==> config.mk <==
export PLATFORM = sky130hd
export DESIGN_NAME = single_port_ram_param
export DESIGN_NICKNAME = d
export VERILOG_FILES = /design/src/rtl/single_port_ram_param.sv
export SDC_FILE = /design/constraint.sdc
export NUM_CORES = 1
export LEC_CHECK = 0
export BUFFER_PORTS_ARGS = -buffer_cell sky130_fd_sc_hd__buf_2
export CAP_MARGIN = 5
export CORE_UTILIZATION = 40
export CTS_CLUSTER_DIAMETER = 150
export DETAILED_ROUTE_END_ITERATION = 12
export PLACE_DENSITY = 0.68
export SKIP_LAST_GASP = 1
export SLEW_MARGIN = 30
export SYNTH_ARGS = -nofsm -noshare
export SYNTH_HDL_FRONTEND = slang
export SYNTH_SLANG_ARGS = --single-unit
==> constraint.sdc <==
create_clock -name clk -period 5.3 [get_ports clk]
set_input_delay 1.06 -clock clk [delete_from_list [all_inputs] [get_ports clk]]
set_output_delay 1.06 -clock clk [all_outputs]
set_load 0.02 [all_outputs]
==> src/rtl/single_port_ram_param.sv <==
// Parametrised single-port synchronous RAM with byte enables, registered read + valid strobe,
// selectable read-during-write behaviour and a post-reset clear engine.
module single_port_ram_param #(
  parameter int                DATA_W     = 8,
  parameter int                DEPTH      = 8,
  parameter int                ADDR_W     = (DEPTH > 1) ? $clog2(DEPTH) : 1,
  parameter int                RD_MODE    = 0,
  parameter logic [DATA_W-1:0] INIT_VALUE = '0
) (
  input  logic                clk,
  input  logic                rst,
  input  logic [DATA_W-1:0]   data,
  input  logic [ADDR_W-1:0]   addr,
  input  logic                we,
  input  logic [DATA_W/8-1:0] be,
  input  logic                re,
  output logic [DATA_W-1:0]   q,
  output logic                q_valid,
  output logic                ready,
  output logic                err
);

  localparam int NB = DATA_W / 8;
  localparam logic [ADDR_W-1:0] LAST_PTR = ADDR_W'(DEPTH - 1);

  typedef enum logic {ST_CLEAR, ST_RUN} state_e;

  state_e            state_q;
  logic [ADDR_W-1:0] ptr_q;
  logic [DATA_W-1:0] q_q;
  logic              q_valid_q;
  logic              ready_q;
  logic              err_q;

  // NOTE: the array has no reset; the clear engine initialises it after every reset instead.
  logic [DATA_W-1:0] mem_q [DEPTH];

  logic              in_range;
  logic              accept_wr;
  logic              accept_rd;
  logic [DATA_W-1:0] old_word;
  logic [DATA_W-1:0] merged_word;
  logic [DATA_W-1:0] rd_word;
  logic              wr_en_d;
  logic [ADDR_W-1:0] wr_addr_d;
  logic [DATA_W-1:0] wr_data_d;

  // NOTE: every always_comb output gets a default first so no path can infer a latch.
  always_comb begin
    in_range  = int'(addr) < DEPTH;
    accept_wr = ready_q & we & in_range;
    accept_rd = ready_q & re;
    old_word  = in_range ? mem_q[addr] : '0;

    merged_word = old_word;
    for (int b = 0; b < NB; b++) begin
      if (be[b]) merged_word[8*b +: 8] = data[8*b +: 8];
    end

    if (!in_range)                      rd_word = '0;
    else if (RD_MODE == 1 && accept_wr) rd_word = merged_word;
    else                                rd_word = old_word;

    // Clear engine owns the write port until RUN; nothing is written while rst is held.
    wr_en_d   = 1'b0;
    wr_addr_d = addr;
    wr_data_d = merged_word;
    if (!rst) begin
      if (state_q == ST_CLEAR) begin
        wr_en_d   = 1'b1;
        wr_addr_d = ptr_q;
        wr_data_d = INIT_VALUE;
      end else begin
        wr_en_d = accept_wr;
      end
    end
  end

  always_ff @(posedge clk) begin
    if (wr_en_d) mem_q[wr_addr_d] <= wr_data_d;
  end

  // NOTE: sequential state uses non-blocking assignments so all registers update together.
  always_ff @(posedge clk) begin
    if (rst) begin
      state_q   <= ST_CLEAR;
      ptr_q     <= '0;
      q_q       <= '0;
      q_valid_q <= 1'b0;
      ready_q   <= 1'b0;
      err_q     <= 1'b0;
    end else begin
      case (state_q)
        ST_CLEAR: begin
          q_valid_q <= 1'b0;
          err_q     <= 1'b0;
          ptr_q     <= ptr_q + 1'b1;
          if (ptr_q == LAST_PTR) begin
            state_q <= ST_RUN;
            ready_q <= 1'b1;
          end
        end
        default: begin
          q_valid_q <= accept_rd;
          err_q     <= (we | re) & ~in_range;
          if (accept_rd) q_q <= rd_word;
        end
      endcase
    end
  end

  assign q       = q_q;
  assign q_valid = q_valid_q;
  assign ready   = ready_q;
  assign err     = err_q;

endmodule

### After elaboration in Yosys (flattened, before gate mapping)

Memories as Yosys holds them, arrays and structs flattened.
Index checks and enable logic that the tools add are counted.
W data, S select, Z words.

* reduce and logical (&&, ||, !) cells: 3
* eq/ne operators: 1
* bitwise gates (word level): 3
* muxes and demuxes: 11
* add/sub/neg operators: 1

Operators by type and width (count)
* $mux W8: 3
* $mux W1: 6
* $mux W3: 2
* $reduce_and A2 Y1: 2
* $add A3 B1 Y3 const B: 1
* $eq A3 B3 Y1 const B: 1
* $and A1 B1 Y1: 2
* $reduce_or A2 Y1: 1
* $not A1 Y1: 1

* register bits: 14
* memories: 1
* bits in writable memories: 64
* input bits: 16

Memory list
* mem_q: depth 8, bits a word 8, read ports 1, clocked after memory_dff 0, wr ports 1, line 36 `logic [DATA_W-1:0] mem_q [DEPTH];`

### Logic depth before layout (Yosys ltp)

* depth in word-level cells: 5
* gate-level depth with buffers: 6
* depth with buffers taken out: 4

### Worst setup path after synthesis

Ideal clock, no wire load.

* path kind: input -> register
* from: input port rst
* to: memory mem_q[2][0] (enable)
* library setup time: 0.370 ns
* stages: 6
* setup slack: 2.765 ns
* arrival: 2.165 ns
* cell sequence: buf_2 or2_1 buf_2 nor3b_2 a21oi_1 nor2_1

* cells in the longest elaborated chain, start to end: 3
* elaborated cells on any way between the ends: 4
* those cells by class: mux (4)

RTL lines
* start: declaration: line 11 `input logic rst,`
* $mux W1: line 68 `if (!rst) begin`
* $mux W1: line 80 `if (wr_en_d) mem_q[wr_addr_d] <= wr_data_d;`
* $mux W1 (not written as such): line 80
* end: declaration: line 36

Several ways; a longest one is shown, not always the timed one.

### Worst setup path in the final report

* from: input port addr[0]
* to: memory mem_q[2][7], data pin

* cells in the longest elaborated chain, start to end: 4

RTL lines
* start: declaration: line 13 `input logic [ADDR_W-1:0] addr,`
* $mem_v2 Z8 W8 (*)
* $mux W8 (*): line 57 `if (be[b]) merged_word[8*b +: 8] = data[8*b +: 8];`
* $mux W8: line 69 `if (state_q == ST_CLEAR) begin`
* $mux W8 (*): line 68
* via wr_data_d[7]: line 46 `logic [DATA_W-1:0] wr_data_d;`

The timed path passes the listed nets; every way through them passes the cells marked *.

==> out/results.tsv <==
stage	metric	value	unit
final_layout	stdcell_count	354	
critical_path	r2r_start	state_q	
clocking	postCtsSetupBuffers	0	
clocking	cts_sinks	78	
critical_path	cp.depth	5	
critical_path	cp_top_family	compound AO/OA/AOI/OAI gates	
grt	antenna_found_initial	0	
min_path	hold_end	q[3]	
critical_path	path_max_fanout	34	
synthesis	synth_most_common_cell	edfxtp_1	
status	status	complete, no violations	
final_layout	diodes	0	
clocking	cts.clk_slew.worst_paths	70	ps
critical_path	max_stage_delay	690	ps
critical_path	cp_data_required_time	5330	ps
sta	post-route-period-util	54.51	%
critical_path	r2r-end	mem_q[6][4]	
synthesis	syn_area_per_cell	14.42	um^2
sta	tightest_slew	921.1	ps
critical_path	arrival	2920	ps
synthesis	yosysTopAreaCellShare	58.72	%
clocking	cts_hold_buf	0	
final_layout	fin_util	45.79	%
synthesis	yosysWarnings	0	
sta	maxClockFrequency	0.3461	GHz
floorplanning	die_y	92.46	um
min_path	hold_class	register to register	
floorplanning	fp-row-count	32	
final_layout	drive_above_1_share	18.65	%
floorplanning	core	7807	um^2
placed_design	port_buffers	25	
clocking	cts_made_buffers	9	
clocking	h-tree-depth	3	
floorplanning	start_util	41.92	%
sta	setup_violations	0	
route	ant_nets	0	
clocking	clk_latency	340	ps
sta	rsz0062_at_grt	no	
route	vias	1890	
route	wire_per_inst	18.61	um
critical_path	critical_path_class	input pin to register	
synthesis	synthFlopType	edfxtp_1	
grt	grt_usage	16.88	%
sta	skew	8.721	ps
placed_design	gp_congestion	0.8004	
route	drt-pass1-iter-count	5	
synthesis	ys_ff_latch	78	
flow_run	maxCapViolCount	0	
synthesis	ys_top_cells_by_count	edfxtp_1, mux2i_1, nor2_1	
clocking	clk_path_buf_depth	2	
grt	grt_pass1_wl	10.29	mm
sta	finalHoldViolations	0	
sta	final_max_slew_viol_count	0	
route	vias_per_cell	5.339	
floorplanning	die_w	92.46	um
critical_path	crit_chain	buf_4 -> mux2i_1 -> a22oi_1 -> nand2_1 -> a21oi_1	
clocking	clockRootBuffer	clkbuf_8	
critical_path	rrSetupSlack	2950	ps
pwr	leakage	1.316	nW
pwr	power.density	334.5	nW/um^2
synthesis	syn_nets	245	
grt	grt_overflow	0	
grt	grt_start_max_net_pins	35	
final_layout	design_area	3575	um^2
grt	grt_pass1_vias	1858	
route	wl	6.587	mm
placed_design	dp.cells	338	
synthesis	synthesis.instances	227	
critical_path	start_kind	input pin	
sta	relSlewSlack	38.59	%
min_path	whs_path_depth	2	
synthesis	synth_enable_flop_cells	64	
clocking	cts_tree	built	
critical_path	cpMaxStageDelayCell	a21oi_1	
pwr	vdd_drop_max	0.1015	mV
route	drc_errors	0	
min_path	min-delay-start	q[3]	
synthesis	synth.largest_area_cell	edfxtp_1	
placed_design	dp_hpwl	4.439	mm
synthesis	syn-cell-area	3273	um^2
placed_design	post_dp_cell_area	3392	um^2
critical_path	crit_buf_inv	1	
placed_design	post-place-ws	1644	ps
floorplanning	die_area	8549	um^2
route	drtIter0Drc	109	
pwr	p_total	1.196	mW
clocking	cts_resized	0	
sta	fin_crit	2889	ps
critical_path	end_kind	register	
final_layout	final_net_count	265	
sta	holdWs	530.3	ps
synthesis	synth.top_cells.by_area	edfxtp_1, mux2i_1, dfxtp_1	
synthesis	yosysSeqAreaShare	67.28	%
synthesis	synthArstFlopShare	0	%
critical_path	worstRegToRegCells	3	
sta	timing.final.ws_setup	2411	ps
sta	tns	0	ps
synthesis	ys_types	30	
final_layout	syn_to_final_growth	9.213	%
floorplanning	io_pins	27	
[per-layer routing]
metal / vias up / track usage, % / share of wire, %
met3: 14 / 3.777 / 4.8
li1: 891 / - / -
met4: 0 / 8.464 / 3.4
met5: - / 0 / 0
met1: 930 / 20.86 / 41
met2: 55 / 27.78 / 51
[worst min-delay path, cell delays in order, from the launching register on]
cell and delay [ps]:
dfxtp_1 310, nor2_1 120, a211oi_2 50
[state kept, by name, indices dropped and copies added, names as in the netlist]
signal   cells
mem_q       64
ptr_q        3
q            8
q_valid      1
ready        1
state_q      1
[power by group]
group	internal, mW	switching, mW
registers	0.686	0.00661
clock network	0.212	0.200
logic	0.0277	0.0625
[area by class of cell]
| cell class | count | area [um^2] |
|---|---|---|
| fill | 704 | 4233 |
| timing repair buffer | 25 | 127.6 |
| tap | 102 | 127.6 |
| inverter | 2 | 7.507 |
| sequential | 78 | 2202 |
| clock buffer | 10 | 127.6 |
| multi-input combinational | 131 | 929.6 |
| clock inverter | 6 | 52.55 |
[cell families after synthesis]
logic type / synth area share (%)
buffers and inverters: 4.319
adder cells (fa/ha/maj): 0.7644
XOR/XNOR: 0.2676
AO/OA/AOI/OAI: 10.32
flip-flops: 67.28
AND/OR/NAND/NOR: 6.537
multiplexers: 10.40
other: 0.1146
[worst max-delay path by stage]
stage / start / endpoint / slack, ps
4_1_cts: addr[0] / mem_q[7][7] / 1990
3_3_place_gp: addr[0] / mem_q[1][7] / 1590
2_1_floorplan: rst / mem_q[2][0] / 2760
3_5_place_dp: addr[0] / mem_q[1][7] / 1640
5_1_grt: addr[0] / mem_q[6][3] / 2280
6_report: addr[0] / mem_q[2][7] / 2410
[placed cells by master (no fill, tap or decap), types with 8 or more instances in the layout]
cell and instances:
a22oi_1 16, nor2_1 24, o21ai_0 9, buf_2 24, dfxtp_1 14, edfxtp_1 64
mux2i_1 34, clkbuf_8 9, nand2_1 9, a211oi_2 8, a21oi_1 13
Power figures use the tool's default switching activity.
